[src/rtl/regfile_read_arbiter_pkg.sv]
// Shared widths, requester ids and the response pipeline record for the
// register-file read arbiter.
package regfile_read_arbiter_pkg;

  localparam int unsigned REG_ADDR_W   = 5;
  localparam int unsigned REG_DATA_W   = 32;
  localparam int unsigned NUM_READ_REQ = 2;

  typedef enum logic {
    REQ_ID_0 = 1'b0,
    REQ_ID_1 = 1'b1
  } req_id_e;

  typedef struct packed {
    logic                  valid;
    req_id_e               id;
    logic                  addr_is_zero;
    logic                  bypass_hit;
    logic [REG_DATA_W-1:0] bypass_data;
  } rsp_pipe_t;

endpackage

[src/rtl/regfile_read_arbiter_rr.sv]
// Two-way round-robin arbiter; the pointer remembers the last winner and
// moves only when a grant is issued.
module rr_arbiter2
  import regfile_read_arbiter_pkg::*;
(
  input  logic       clk,
  input  logic       rst,
  input  logic [1:0] req,
  output logic [1:0] gnt,
  output logic       gnt_id
);

  logic last_grant_q;
  logic last_grant_d;

  always_comb begin
    gnt          = '0;
    gnt_id       = 1'b0;
    last_grant_d = last_grant_q;
    if (!rst) begin
      // On contention favour the requester that did not win last time.
      if (req == 2'b11) begin
        gnt_id = ~last_grant_q;
      end else begin
        gnt_id = req[1];
      end
      if (|req) begin
        gnt          = gnt_id ? 2'b10 : 2'b01;
        last_grant_d = gnt_id;
      end
    end
  end

  always_ff @(posedge clk) begin
    if (rst) begin
      last_grant_q <= 1'b1;
    end else begin
      last_grant_q <= last_grant_d;
    end
  end

endmodule

[src/rtl/regfile_read_arbiter.sv]
// Arbitrates two read requesters onto one shared registered 32:1 read mux,
// returning data one cycle after grant with write bypass and r0 zeroing.
module regfile_read_arbiter
  import regfile_read_arbiter_pkg::*;
#(
  parameter int ZERO_R0 = 1
) (
  input  logic        clk,
  input  logic        rst,
  input  logic        req0_valid,
  input  logic [4:0]  req0_addr,
  output logic        req0_ready,
  output logic        rsp0_valid,
  output logic [31:0] rsp0_data,
  input  logic        req1_valid,
  input  logic [4:0]  req1_addr,
  output logic        req1_ready,
  output logic        rsp1_valid,
  output logic [31:0] rsp1_data,
  input  logic        wr_en,
  input  logic [4:0]  wr_addr,
  input  logic [31:0] wr_data,
  output logic [4:0]  mux_sel,
  output logic        mux_enable,
  input  logic [31:0] mux_out
);

  logic [1:0]            gnt;
  logic                  gnt_id;
  logic                  any_gnt;
  logic [REG_ADDR_W-1:0] gnt_addr;

  logic [REG_ADDR_W-1:0] mux_sel_q, mux_sel_d;
  rsp_pipe_t             pipe_q, pipe_d;
  logic [REG_DATA_W-1:0] rsp0_data_q, rsp0_data_d;
  logic [REG_DATA_W-1:0] rsp1_data_q, rsp1_data_d;
  logic [REG_DATA_W-1:0] rsp_data_now;
  logic                  rsp0_hit, rsp1_hit;

  rr_arbiter2 u_rr_arbiter2 (
    .clk    (clk),
    .rst    (rst),
    .req    ({req1_valid, req0_valid}),
    .gnt    (gnt),
    .gnt_id (gnt_id)
  );

  always_comb begin
    any_gnt   = |gnt;
    gnt_addr  = gnt_id ? req1_addr : req0_addr;
    mux_sel_d = mux_sel_q;
    if (any_gnt) begin
      mux_sel_d = gnt_addr;
    end

    pipe_d.valid        = any_gnt;
    pipe_d.id           = gnt_id ? REQ_ID_1 : REQ_ID_0;
    pipe_d.addr_is_zero = (ZERO_R0 != 0) && (gnt_addr == '0);
    pipe_d.bypass_hit   = wr_en && (wr_addr == gnt_addr);
    pipe_d.bypass_data  = wr_data;

    // Zeroing of r0 outranks the write bypass, which outranks the mux.
    if (pipe_q.addr_is_zero) begin
      rsp_data_now = '0;
    end else if (pipe_q.bypass_hit) begin
      rsp_data_now = pipe_q.bypass_data;
    end else begin
      rsp_data_now = mux_out;
    end

    rsp0_hit    = pipe_q.valid && (pipe_q.id == REQ_ID_0);
    rsp1_hit    = pipe_q.valid && (pipe_q.id == REQ_ID_1);
    rsp0_data_d = rsp0_hit ? rsp_data_now : rsp0_data_q;
    rsp1_data_d = rsp1_hit ? rsp_data_now : rsp1_data_q;
  end

  always_ff @(posedge clk) begin
    if (rst) begin
      mux_sel_q   <= '0;
      pipe_q      <= '0;
      rsp0_data_q <= '0;
      rsp1_data_q <= '0;
    end else begin
      mux_sel_q   <= mux_sel_d;
      pipe_q      <= pipe_d;
      rsp0_data_q <= rsp0_data_d;
      rsp1_data_q <= rsp1_data_d;
    end
  end

  assign req0_ready = gnt[0];
  assign req1_ready = gnt[1];
  assign mux_enable = any_gnt;
  assign mux_sel    = mux_sel_d;
  assign rsp0_valid = rsp0_hit;
  assign rsp1_valid = rsp1_hit;
  assign rsp0_data  = rsp0_data_d;
  assign rsp1_data  = rsp1_data_d;

endmodule

[config.mk]
export PLATFORM = sky130hd
export DESIGN_NAME = regfile_read_arbiter
export DESIGN_NICKNAME = d
export VERILOG_FILES = /design/src/rtl/regfile_read_arbiter_pkg.sv /design/src/rtl/regfile_read_arbiter_rr.sv /design/src/rtl/regfile_read_arbiter.sv
export SDC_FILE = /design/constraint.sdc
export NUM_CORES = 1
export LEC_CHECK = 0
export ABC_AREA = 1
export BUFFER_PORTS_ARGS = -buffer_cell sky130_fd_sc_hd__buf_4
export CORE_MARGIN = 8
export CORE_UTILIZATION = 45
export CTS_CLUSTER_SIZE = 14
export DETAILED_ROUTE_END_ITERATION = 10
export GPL_TIMING_DRIVEN = 1
export HOLD_SLACK_MARGIN = 0.1
export PLACE_DENSITY_LB_ADDON = 0.3
export SLEW_MARGIN = 20
export SYNTH_ARGS = -nofsm -noshare
export SYNTH_HDL_FRONTEND = slang
export SYNTH_SLANG_ARGS = --single-unit
[constraint.sdc]
create_clock -name clk -period 1.2 [get_ports clk]
set_input_delay 0.24 -clock clk [delete_from_list [all_inputs] [get_ports clk]]
set_output_delay 0.24 -clock clk [all_outputs]
set_load 0.005 [all_outputs]
==> results.yml <==
die:
  die_w_microns: 115.1
  ios: 158
  rows: 36
  die_area_sq_um: 13250
  die_h_microns: 115.1
  start_util_pct: 45.87
  core_area_sq_um: 9639
timing:
  setup_ws_ps: -733.3
  fin_crit_ps: 1933
  worst-slew-pin-transition_ps: 561.5
  setup_viol: 115
  tns_ps: -45860
  timing.final.crit_share_pct: 161.1
  clock.fmax_mhz: 517.3
  slew_headroom_pct: 62.57
  slew_viol_final: 0
  rsz0062_at_grt: "yes"
  hold_violations: 0
  finalClockSkew_ps: 13.96
power_and_ir_drop:
  clkPwrFrac_pct: 26.6
  p_switching_w: 0.002449
  p_comb_share_pct: 26.9
  sw_frac_of_total_pct: 30.26
  p_int_w: 0.005643
  p_seq_share_pct: 46.5
  p_leak_nw: 4.039
  irDropWorstVdd_mv: 0.7982
  power_w: 0.008092
  pwr_density_cell_nw_per_um2: 993.3
finish:
  multi_input_area_sq_um: 2582
  syn_to_final_growth_pct: 84.24
  layout_common_cells: "nand2_1, buf_4, dfxtp_1"
  finalNetCount: 1030
  ff_latch_area_sq_um: 2132
  drive_above_1_share_pct: 49.11
  mostFrequentLayoutCell: "nand2_1"
  num-fill-cells: 572
clock_tree:
  htreeDepth: 3
  root_buffer: "clkbuf_8"
  cts_tree: "done"
  clock_path_buffers: 2
  clk_pin_slew_ps: 110
  clk_latency_ps: 390
  cts.sinks: 106
  cts_buffers: 9
worst_setup_path:
  crit_start: "pipe_q[35]$_SDFF_PP0_"
  endpoint: "rsp0_data[29]"
  reg2reg_depth: 12
  cp-start-kind: "register"
  rr_startpoint: "pipe_q[32]$_SDFF_PP0_"
  cp_data_arrival_time_ps: 1690
  crit_fanout: 5
  endpoint_kind: "primary output"
  worstSetupPathType: "register to primary output"
  crit_required_ps: 960
  r2r_setup_slack_ps: -520
  r2r-end: "rsp0_data_q[1]$_SDFF_PP0_"
placed_design:
  place.port_buffers: 157
  gp_congestion: 0.8348
  hpwl_mm: 10.13
route:
  drtPass1Iterations: 5
  wl_per_cell_microns: 17.19
  drtIter0Drc: 386
  ant_nets: 0
  vias: 5532
  drc: 0
  wirelength_mm: 18.65
  vias_per_cell: 5.099
synth:
  synth_edf_count: 0
  synth_area_per_cell_sq_um: 6.700
  synth_ff_type: "dfxtp_1"
  syn_area_sq_um: 4422
  synth_cells: 660
  ys_warn_count: 0
  synth.distinct_cells: 23
  syn-num-nets: 744
  ys_ff_latch: 106
  seq_area_frac_synth_pct: 47.99
  async_reset_ff_share_pct: 0
outcome:
  status: "finished with violations"
  violations: "setup timing"
global_routing:
  gr-total-overflow: 0
  grt_use_total_pct: 22.68
  grt_max_degree: 45
  grt_antenna_before_repair: 1
  grt_pass1_wl_mm: 24.08
  grt_pass1_vias: 5240
min_path:
  hold_path.class: "primary input to register"
flow_run:
  cap_violations: 0
[area by class of cell]
cell class | instances | share of cell area (%)
flip-flops and latches | 106 | 26.17
clock buffers | 9 | 1.521
clock inverters | 7 | 0.7679
repair buffers | 309 | 34.73
multi-input cells | 462 | 31.70
inverters | 58 | 3.041
diodes | 1 | 0.03072
well taps | 133 | 2.043
[metal layers]
metal	track usage [%]	wire, microns	part of all wire [%]	vias to the layer above
met5	0	0	0	-
met4	7.531	614	3.3	0
met3	5.515	1236	6.6	54
met2	42.67	9950	53	246
met1	24.10	6849	37	2613
li1	-	-	-	2619
[logic make-up after synthesis]
logic type	synth area share [%]
simple gates	31.27
compound gates	12.14
buf+inv	8.602
flops	47.99
[state kept, by name (all words and copies together) (netlist names)]
register                    count
rsp0_data_q                    32
pipe_q                         36
mux_sel_q                       5
u_rr_arbiter2.last_grant_q      1
rsp1_data_q                    32
[Yosys cell counts (3+ instances only)]
cell type  number  area, sq um
buf_4           3        22.52
o21ai_1         4        20.02
inv_2           3        11.26
nor2_1         43        161.4
nand3_1        11        55.05
buf_1           5        18.77
clkbuf_1       16        60.06
a21oi_1        99        495.5
dfxtp_1       106         2122
buf_2           9        45.04
nand2_1       293         1100
inv_1          54        202.7
[worst max-delay path: stages (launching register included)]
cell and delay (ps):
dfxtp_2 380, inv_2 50, nor2_4 180, buf_6 170
clkbuf_16 150, nand2_1 70, nand2_1 140, buf_4 170
[how the worst min path moves through the flow]
stage	startpoint	to	slack (ps)	depth (start not counted)
after floorplan	wr_data[0]	pipe_q[0]$_SDFF_PP0_	350	2
after global placement	wr_data[4]	pipe_q[4]$_SDFF_PP0_	450	3
after detailed placement	wr_data[24]	pipe_q[24]$_SDFF_PP0_	450	3
after CTS	req0_valid	u_rr_arbiter2.last_grant_q$_SDFFE_PP1N_	130	2
after global routing	req0_valid	u_rr_arbiter2.last_grant_q$_SDFFE_PP1N_	150	2
final	req0_valid	u_rr_arbiter2.last_grant_q$_SDFFE_PP1N_	160	2
[power groups by stage]
stage	clock network (W)	registers (W)	logic, W
detailed placement	0	0.00383	0.00145
global placement	0	0.00382	0.00142
global route	0.00229	0.00378	0.00232
floorplan	0	0.00381	0.000625
finish	0.00215	0.00377	0.00218
CTS	0.00211	0.00375	0.00175
[through the flow]
step / hold slack [ps] / utilization, % / worst slack (ps) / cells / cell area (sq um)
2_1_floorplan: 347.0 / - / -0.3940 / 660 / 4447
3_3_place_gp: 446.3 / 64.67 / -201.5 / 986 / 6233
3_5_place_dp: 447.3 / 64.67 / -240.9 / 986 / 6233
4_1_cts: 131.1 / 75.29 / -557.1 / 1057 / 7257
5_1_grt: 149.5 / 84.51 / -813.3 / 1085 / 8147
6_report: 156.9 / 84.51 / -733.3 / 1085 / 8147
[repair_timing]
| item | in CTS | in global routing |
|---|---|---|
| gates resized for setup | 104 | 165 |
| pin swaps | 17 | 76 |
| hold buffers | 32 | 0 |
| hold endpoints to repair | 32 | 0 |
| cloned | 0 | 7 |
| endpoints found under the setup margin | 114 | 121 |
| setup buffers | 28 | 33 |
No activity file was read; power rests on OpenSTA's default activity.
